`config.mk`:
```
export PLATFORM = sky130hd
export DESIGN_NAME = rom_data_proc_flat
export DESIGN_NICKNAME = d
export VERILOG_FILES = /design/src/rtl/rom_data_proc_pkg.sv /design/src/rtl/rom_data_proc_if.sv /design/src/rtl/rom_data_proc_rom16x8.sv /design/src/rtl/rom_data_proc.sv /design/src/flat_wrapper.sv
export SDC_FILE = /design/constraint.sdc
export NUM_CORES = 1
export LEC_CHECK = 0
export ABC_CLOCK_PERIOD_IN_PS = 5900
export CORE_UTILIZATION = 44
export DETAILED_ROUTE_END_ITERATION = 16
export REMOVE_ABC_BUFFERS = 1
export SYNTH_ARGS = -nofsm -noshare
export SYNTH_HDL_FRONTEND = slang
export SYNTH_SLANG_ARGS = --single-unit
```
`constraint.sdc`:
```
create_clock -name clk -period 5.9 [get_ports clk]
set_input_delay 1.475 -clock clk [delete_from_list [all_inputs] [get_ports clk]]
set_output_delay 1.475 -clock clk [all_outputs]
set_load 0.03 [all_outputs]
```
`src/rtl/rom_data_proc_pkg.sv`:
```
// rom_data_proc_pkg: shared sizes, threshold, FSM state and result-select encodings
package rom_data_proc_pkg;
  localparam int DEPTH = 16;
  localparam int AW = 4;
  localparam int DW = 8;
  localparam logic [7:0] THRESH = 8'h80;
  typedef enum logic [1:0] {IDLE = 2'd0, RUN = 2'd1, DRAIN = 2'd2, DONE = 2'd3} state_t;
  typedef enum logic [1:0] {SEL_SUM = 2'd0, SEL_MINMAX = 2'd1, SEL_AVG = 2'd2, SEL_CNT = 2'd3} sel_t;
endpackage

```
`src/rtl/rom_data_proc_if.sv`:
```
// rom_data_proc_if: request/result bundle (start, sel in; val, busy, done out)
interface rom_data_proc_if;
  logic        start;
  logic [1:0]  sel;
  logic [15:0] val;
  logic        busy;
  logic        done;
  modport master (output start, sel, input val, busy, done);
  modport slave (input start, sel, output val, busy, done);
endinterface

```
`src/rtl/rom_data_proc_rom16x8.sv`:
```
// rom16x8: synchronous-read ROM; ports clk, addr, data; FILL_EN forces every entry to FILL
module rom16x8 #(
  parameter int AW = 4,
  parameter int DW = 8,
  parameter bit FILL_EN = 1'b0,
  parameter logic [DW-1:0] FILL = '0
) (
  input  logic          clk,
  input  logic [AW-1:0] addr,
  output logic [DW-1:0] data
);
  logic [DW-1:0] tbl;
  always_comb
    case (addr)
      4'h0: tbl = 8'h00; 4'h1: tbl = 8'h11; 4'h2: tbl = 8'h22; 4'h3: tbl = 8'h33;
      4'h4: tbl = 8'h44; 4'h5: tbl = 8'h55; 4'h6: tbl = 8'h66; 4'h7: tbl = 8'h77;
      4'h8: tbl = 8'h88; 4'h9: tbl = 8'h99; 4'hA: tbl = 8'hAA; 4'hB: tbl = 8'hBB;
      4'hC: tbl = 8'hCC; 4'hD: tbl = 8'hDD; 4'hE: tbl = 8'hEE;
      default: tbl = 8'hFF;
    endcase
  always_ff @(posedge clk)
    data <= FILL_EN ? FILL : tbl;
endmodule

```
`src/rtl/rom_data_proc.sv`:
```
// rom_data_proc: scans a 16x8 ROM and reports sum, {min,max}, average or above-threshold count
// Ports: clk, rst (async, active low), bus (slave: start, sel in; val, busy, done out)
module rom_data_proc
  import rom_data_proc_pkg::*;
#(
  parameter bit FILL_EN = 1'b0,
  parameter logic [7:0] FILL = 8'h00
) (
  input  logic clk,
  input  logic rst,
  rom_data_proc_if.slave bus
);
  state_t        state;
  logic [AW-1:0] addr;
  logic [DW-1:0] d;
  logic          rd_valid;
  logic [11:0]   sum, r_sum;
  logic [7:0]    mn, mx, r_min, r_max;
  logic [4:0]    cnt, r_cnt;
  rom16x8 #(.AW(AW), .DW(DW), .FILL_EN(FILL_EN), .FILL(FILL)) u_rom (.clk(clk), .addr(addr), .data(d));
  // rd_valid follows RUN by one edge so it lines up with the synchronous ROM output
  always_ff @(posedge clk or negedge rst)
    if (!rst) begin
      state <= IDLE;
      addr <= '0;
      rd_valid <= 1'b0;
      sum <= '0;
      mn <= '0;
      mx <= '0;
      cnt <= '0;
      r_sum <= '0;
      r_min <= '0;
      r_max <= '0;
      r_cnt <= '0;
      bus.busy <= 1'b0;
      bus.done <= 1'b0;
    end else begin
      rd_valid <= state == RUN;
      bus.done <= 1'b0;
      if (rd_valid) begin
        sum <= sum + {4'h0, d};
        mn <= d < mn ? d : mn;
        mx <= d > mx ? d : mx;
        cnt <= cnt + {4'h0, d > THRESH};
      end
      case (state)
        IDLE: if (bus.start) begin
          state <= RUN;
          addr <= '0;
          sum <= '0;
          mn <= 8'hFF;
          mx <= '0;
          cnt <= '0;
          bus.busy <= 1'b1;
        end
        RUN: begin
          addr <= addr + 1'b1;
          if (addr == AW'(DEPTH - 1)) state <= DRAIN;
        end
        DRAIN: state <= DONE;
        DONE: begin
          r_sum <= sum;
          r_min <= mn;
          r_max <= mx;
          r_cnt <= cnt;
          bus.done <= 1'b1;
          bus.busy <= 1'b0;
          state <= IDLE;
        end
        default: state <= IDLE;
      endcase
    end
  // val muxes the result registers, never the live accumulators
  always_ff @(posedge clk or negedge rst)
    if (!rst) bus.val <= '0;
    else bus.val <= bus.sel == SEL_SUM ? {4'h0, r_sum} :
                    bus.sel == SEL_MINMAX ? {r_min, r_max} :
                    bus.sel == SEL_AVG ? {8'h00, 8'(r_sum >> AW)} : {11'h0, r_cnt};
endmodule

```
`src/flat_wrapper.sv`:
```
// flat-port wrapper written by rule: the top's interface ports become plain ports
module rom_data_proc_flat import rom_data_proc_pkg::*;
#(
  parameter bit FILL_EN = 1'b0,
  parameter logic [7:0] FILL = 8'h00
)
  (clk, rst, bus_start, bus_sel, bus_val, bus_busy, bus_done);
  rom_data_proc_if bus_i ();
  input  logic clk;
  input  logic rst;
  input wire logic [$bits(bus_i.start)-1:0] bus_start;
  input wire logic [$bits(bus_i.sel)-1:0] bus_sel;
  output wire logic [$bits(bus_i.val)-1:0] bus_val;
  output wire logic [$bits(bus_i.busy)-1:0] bus_busy;
  output wire logic [$bits(bus_i.done)-1:0] bus_done;
  assign bus_i.start = bus_start;
  assign bus_i.sel = bus_sel;
  assign bus_val = bus_i.val;
  assign bus_busy = bus_i.busy;
  assign bus_done = bus_i.done;
  rom_data_proc #(.FILL_EN(FILL_EN), .FILL(FILL)) u_core (.clk(clk), .rst(rst), .bus(bus_i));
endmodule
```
### Word level (Yosys, flattened, before mapping)

Memory sizes are Yosys's and may differ from the RTL's. A register that Yosys moved wholly into a read port is not among the register bits.
Index checks and enable logic that the tools add are counted.

| word-level totals | value |
|---|---|
| flip-flop bits (word level) | 91 |
| ROM bits | 128 |
| input port bits | 5 |
| output and inout bits | 18 |
| word-level logic and storage cells | 61 |
| memories | 1 |

Memories:

| memory | words | bits a word | read ports | clocked after Yosys merged registers in | wr ports | RTL line | text |
|---|---|---|---|---|---|---|---|
| (name not given) | 16 | 8 | 1 | 1 | 0 | rom_data_proc_rom16x8.sv:14 | `case (addr)` |

| cells by class | value |
|---|---|
| add/subtract/negate cells | 3 |
| magnitude comparators | 3 |
| eq/ne operators | 8 |
| multiplexer cells | 25 |
| reduce and logical (&&, ||, !) cells | 7 |

Operators by type and width:

| kind | number |
|---|---|
| $mux 8 | 9 |
| $mux 12 | 3 |
| $mux 16 | 2 |
| $mux 5 | 3 |
| $add 12x8->12 | 1 |
| $gt 8x8->1 | 1 |
| $gt 8x8->1 const B | 1 |
| $lt 8x8->1 | 1 |
| $pmux 2 s4 | 1 |
| $pmux 4 s2 | 1 |
| $eq 2x2->1 const B | 3 |
| $reduce_and 2->1 | 3 |
| $add 5x1->5 | 1 |
| $add 4x1->4 const B | 1 |
| $eq 2x1->1 const B | 2 |
| $eq 4x4->1 const B | 1 |
| $logic_not 2->1 | 2 |
| $mux 2 | 2 |
| $mux 4 | 1 |
| $ne 2x2->1 const B | 2 |
| $reduce_bool 2->1 | 2 |
| $mux 1 | 2 |
| $pmux 1 s2 | 1 |

### Logic depth before layout (Yosys ltp)

| logic depth | value |
|---|---|
| word-level depth | 5 |
| gate-level depth with buffers | 8 |
| mapped depth without buffers | 7 |

### By module

Synthesis repeated with hierarchy kept, for this count alone.

| unflattened totals | value |
|---|---|
| cell total of the unflattened synthesis | 391 |
| area total of the unflattened synthesis | 4544.4 µm² |

Modules (own cells, without submodules):

| module | instances | cells an instance | area each (µm²) | sequential area each (µm²) |
|---|---|---|---|---|
| rom_data_proc | 1 | 383 | 4434.3 | 2277.2 |
| rom16x8 | 1 | 8 | 110.1 | 80.1 |

### Worst setup path after synthesis

Ideal clock, no wire load.

| path | value |
|---|---|
| kind | input to register |
| from | in bus_start |
| to | reg u_core.mx[4] |
| arrival time | 2.282 ns |
| slack | 3.552 ns |
| cell stages on the path | 4 |
| path buffers | 1 |
| cells stage by stage | and2_4 buf_6 or4_4 nand2_1 |

| on the way | value |
|---|---|
| longest elaborated chain between the ends | 2 |

Ends and longest elaborated chain:

| element | RTL line | text |
|---|---|---|
| start, declared | flat_wrapper.sv:11 | `input wire logic [$bits(bus_i.start)-1:0] bus_start;` |
| $mux 8 | rom_data_proc.sv:47 | `IDLE: if (bus.start) begin` |
| $mux 8 | rom_data_proc.sv:46 | `case (state)` |
| end signal, assigned | rom_data_proc.sv:43 | `mx <= d > mx ? d : mx;` |
| end, declared | rom_data_proc.sv:18 | `logic [7:0] mn, mx, r_min, r_max;` |

No other way between the ends.
A chain may end at the register's enable or synchronous reset.

### Worst setup path in the final report

| path | value |
|---|---|
| from | in bus_sel[0] |
| to | reg u_core.bus.val[1] |

| on the way | value |
|---|---|
| longest elaborated chain between the ends | 4 |
| elaborated cells between the ends (all ways) | 6 |

Ends and longest elaborated chain:

| element | RTL line | text |
|---|---|---|
| start, declared | flat_wrapper.sv:12 | `input wire logic [$bits(bus_i.sel)-1:0] bus_sel;` |
| $eq 2x2->1 | rom_data_proc.sv:78 | `bus.sel == SEL_AVG ? {8'h00, 8'(r_sum >> AW)} : {11'h0, r_cnt};` |
| $mux 8 | rom_data_proc.sv:78 |  |
| $mux 16 | rom_data_proc.sv:77 | `bus.sel == SEL_MINMAX ? {r_min, r_max} :` |
| $mux 16 * | rom_data_proc.sv:76 | `else bus.val <= bus.sel == SEL_SUM ? {4'h0, r_sum} :` |
| end signal, assigned | rom_data_proc.sv:76 |  |
| end, declared | rom_data_proc_if.sv:9 | `modport slave (input start, sel, output val, busy, done);` |

Mark *: on every way between the ends. The rest lies on a longest branch, timed or not.

==> flow_metrics.tcl <==
set metrics [dict create \
    status "finished clean" \
    cts_tree "done" \
    hold_buffers 0 \
    clock_latency_ns 0.35 \
    drt_first_pass_iters 4 \
    power_frac_clock_pct 16.4 \
    rows 36 \
    cts.sinks 95 \
    syn_area_per_cell_sq_um 12.1 \
    max_stage_delay_ns 1.10 \
    power_frac_comb_pct 40.5 \
    wl_per_cell_um 16.4 \
    drt-total-wl_um 8760 \
    path_max_fanout 16 \
    arrival_ns 3.18 \
    io_buffer_count 22 \
    gp_congestion 0.794 \
    crit_chain "clkdlybuf4s50_1 -> mux4_2" \
    yosys.area.top_type "dfrtp_1" \
    yosysUniqueCellTypes 47 \
    worstMarginPinSlew_ns 0.955 \
    drtIter0Drc 112 \
    p_leak_nw 2.39 \
    max_freq_mhz 339 \
    ys_top_cells_by_count "dfrtp_1 (91), mux2_2 (33), ha_1 (30)" \
    synth-edff-count 0 \
    fin_crit_ns 2.95 \
    rsz0062_at_grt "false" \
    ant_nets 0 \
    syn_inst 379 \
    setup_tns_ns 0 \
    grtUsageTotal_pct 17.8 \
    fin_skew_ns 0.0130 \
    h-tree-depth 3 \
    slew_viol_final 0 \
    grt_pass1_vias 2894 \
    num_io_pins 23 \
    async_flop_share_pct 95.8 \
    hold_viol_final 0 \
    synth-seq-cells 95 \
    synth_top_area_share_pct 49.8 \
    crit_buf_inv 1 \
    grt_antenna_before_repair 0 \
    areaGrowthSynthToFinish_pct 10.5 \
    synth_most_common_cell "dfrtp_1" \
    ys.warnings.count 0 \
    seq_power_share_pct 43.1 \
    p_switching_uw 934 \
    cp-start-kind "input pin" \
    setup_violations 0 \
    die_h_um 104 \
    clk_path_buf_depth 2 \
    hold_class "reg -> reg" \
    dieArea_sq_mm 0.0108 \
    post-route-period-util_pct 50.0 \
    diodes 0 \
    layout.nets 432 \
    core_area_sq_mm 0.00991 \
    power.internal_mw 1.48 \
    path_clk_slew_ns 0.09 \
    ctsResizeCount 0 \
    cts_root_buffer "clkbuf_8" \
    slowest_stage "clkdlybuf4s50_1" \
    drc 0 \
    grt_pass1_wl_um 15200 \
    crit_path_end_kind "register" \
    grt_max_degree 52 \
    vias 2922 \
    max-vdd-ir-drop_uv 288 \
    dp_hpwl_um 6000 \
    power_density_mw_per_mm2 477 \
    grt_overflow 0 \
    initial_core_util_pct 46.2 \
    vias_per_cell 5.47 \
    synth_area_sq_mm 0.00458 \
    drive_gt1_share_pct 16.2 \
    ys_seq_area_share_pct 51.5 \
    hold_ws_ns 0.424 \
    crit_type "in -> reg" \
    drv_cap 0 \
    yosys-top-cells-area "dfrtp_1 (50%), ha_1 (8.2%), mux2_2 (8.1%), mux2i_1 (3.7%), mux4_2 (2.5%)" \
    postCtsSetupBuffers 0 \
    slew_headroom_pct 36.2 \
    critPathTopFamily "buffers and inverters" \
    switching_share_pct 38.7 \
    required_ns 6.13 \
    die_w_um 104 \
    ys.flop_type "dfrtp_1" \
    cts_buffers 9 \
]
==> layout by cell type, fill, tap and decap left out, drive strengths merged, types with 7 or more instances in the layout <==
master,n
clkbuf,11
nor2,25
inv,18
o211ai,12
nand4,7
dfrtp,91
mux2i,17
xor2,8
clkdlybuf4s50,21
nand2,20
mux2,33
o22a,9
o21ai,20
a21oi,10
ha,30
==> area by class of cell <==
cell class | instances | area, sq um
multi-input cells | 249 | 2050
clock inverters | 5 | 42.5
flip-flops and latches | 95 | 2360
clock buffers | 11 | 141
inverters | 17 | 63.8
fillers | 914 | 4850
well taps | 133 | 166
repair buffers | 24 | 233
==> per-stage QoR <==
step / power (mW) / util [%] / instance area (sq um) / setup WS (ns) / cells
after floorplan: 1.74 / - / 4470 / 3.48 / 361
after global placement: 2.00 / 49.2 / 4870 / 2.60 / 518
after detailed placement: 2.04 / 49.2 / 4870 / 2.55 / 518
after CTS: 2.45 / 51.0 / 5050 / 2.93 / 534
after global routing: 2.61 / 51.0 / 5050 / 2.84 / 534
final: 2.41 / 51.0 / 5050 / 2.95 / 534
==> routing by layer <==
metal | track usage (%) | up-vias | routed length [um]
li1 | - | 1393 | -
met1 | 25.5 | 1476 | 4280
met2 | 27.4 | 43 | 4080
met3 | 3.57 | 10 | 268
met4 | 5.20 | 0 | 121
met5 | 0 | - | 0
==> sequential cells by signal (all words and copies together), names as in the netlist <==
register           cells
u_core.u_rom.data      4
u_core.r_max           8
u_core.addr            4
u_core.r_min           8
u_core.bus.done        1
u_core.bus.busy        1
u_core.mx              8
u_core.bus.val        16
u_core.mn              8
u_core.sum            12
u_core.cnt             5
u_core.r_sum          12
u_core.r_cnt           5
u_core.state           2
u_core.rd_valid        1
==> power by group through the flow <==
stage / Combinational (mW) / Clock, mW / Sequential, mW
after floorplan: 0.704 / 0 / 1.04
after global placement: 0.955 / 0 / 1.05
after detailed placement: 0.985 / 0 / 1.06
after CTS: 0.992 / 0.411 / 1.04
after global routing: 1.10 / 0.440 / 1.07
final: 0.977 / 0.395 / 1.04
==> worst paths after layout <==
| kind | startpoint | end | slack, ns | cells after the start |
|---|---|---|---|---|
| max | bus_sel[0] | u_core.bus.val[1] | 2.95 | 2 |
| min | u_core.addr[1] | u_core.u_rom.data[5] | 0.42 | 0 |
| max reg2reg | u_core.u_rom.data[5] | u_core.mx[2] | 3.70 | 6 |
| min reg2reg | u_core.addr[1] | u_core.u_rom.data[5] | 0.42 | 0 |
| max in group asynchronous | rst | u_core.mn[4] | 3.78 | 2 |
| min in group asynchronous | rst | u_core.r_cnt[2] | 1.08 | 1 |
==> logic make-up (layout without fill, tap and decap cells) <==
family	Yosys count	in the layout	synth area share, %
flops	95	95	51.5
buf+inv	35	57	3.66
simple gates	82	82	9.05
fa+ha+maj	31	31	8.64
xor+xnor	12	12	2.30
mux	55	55	14.3
compound gates	69	69	10.5
(Power assumes the default switching activity.)
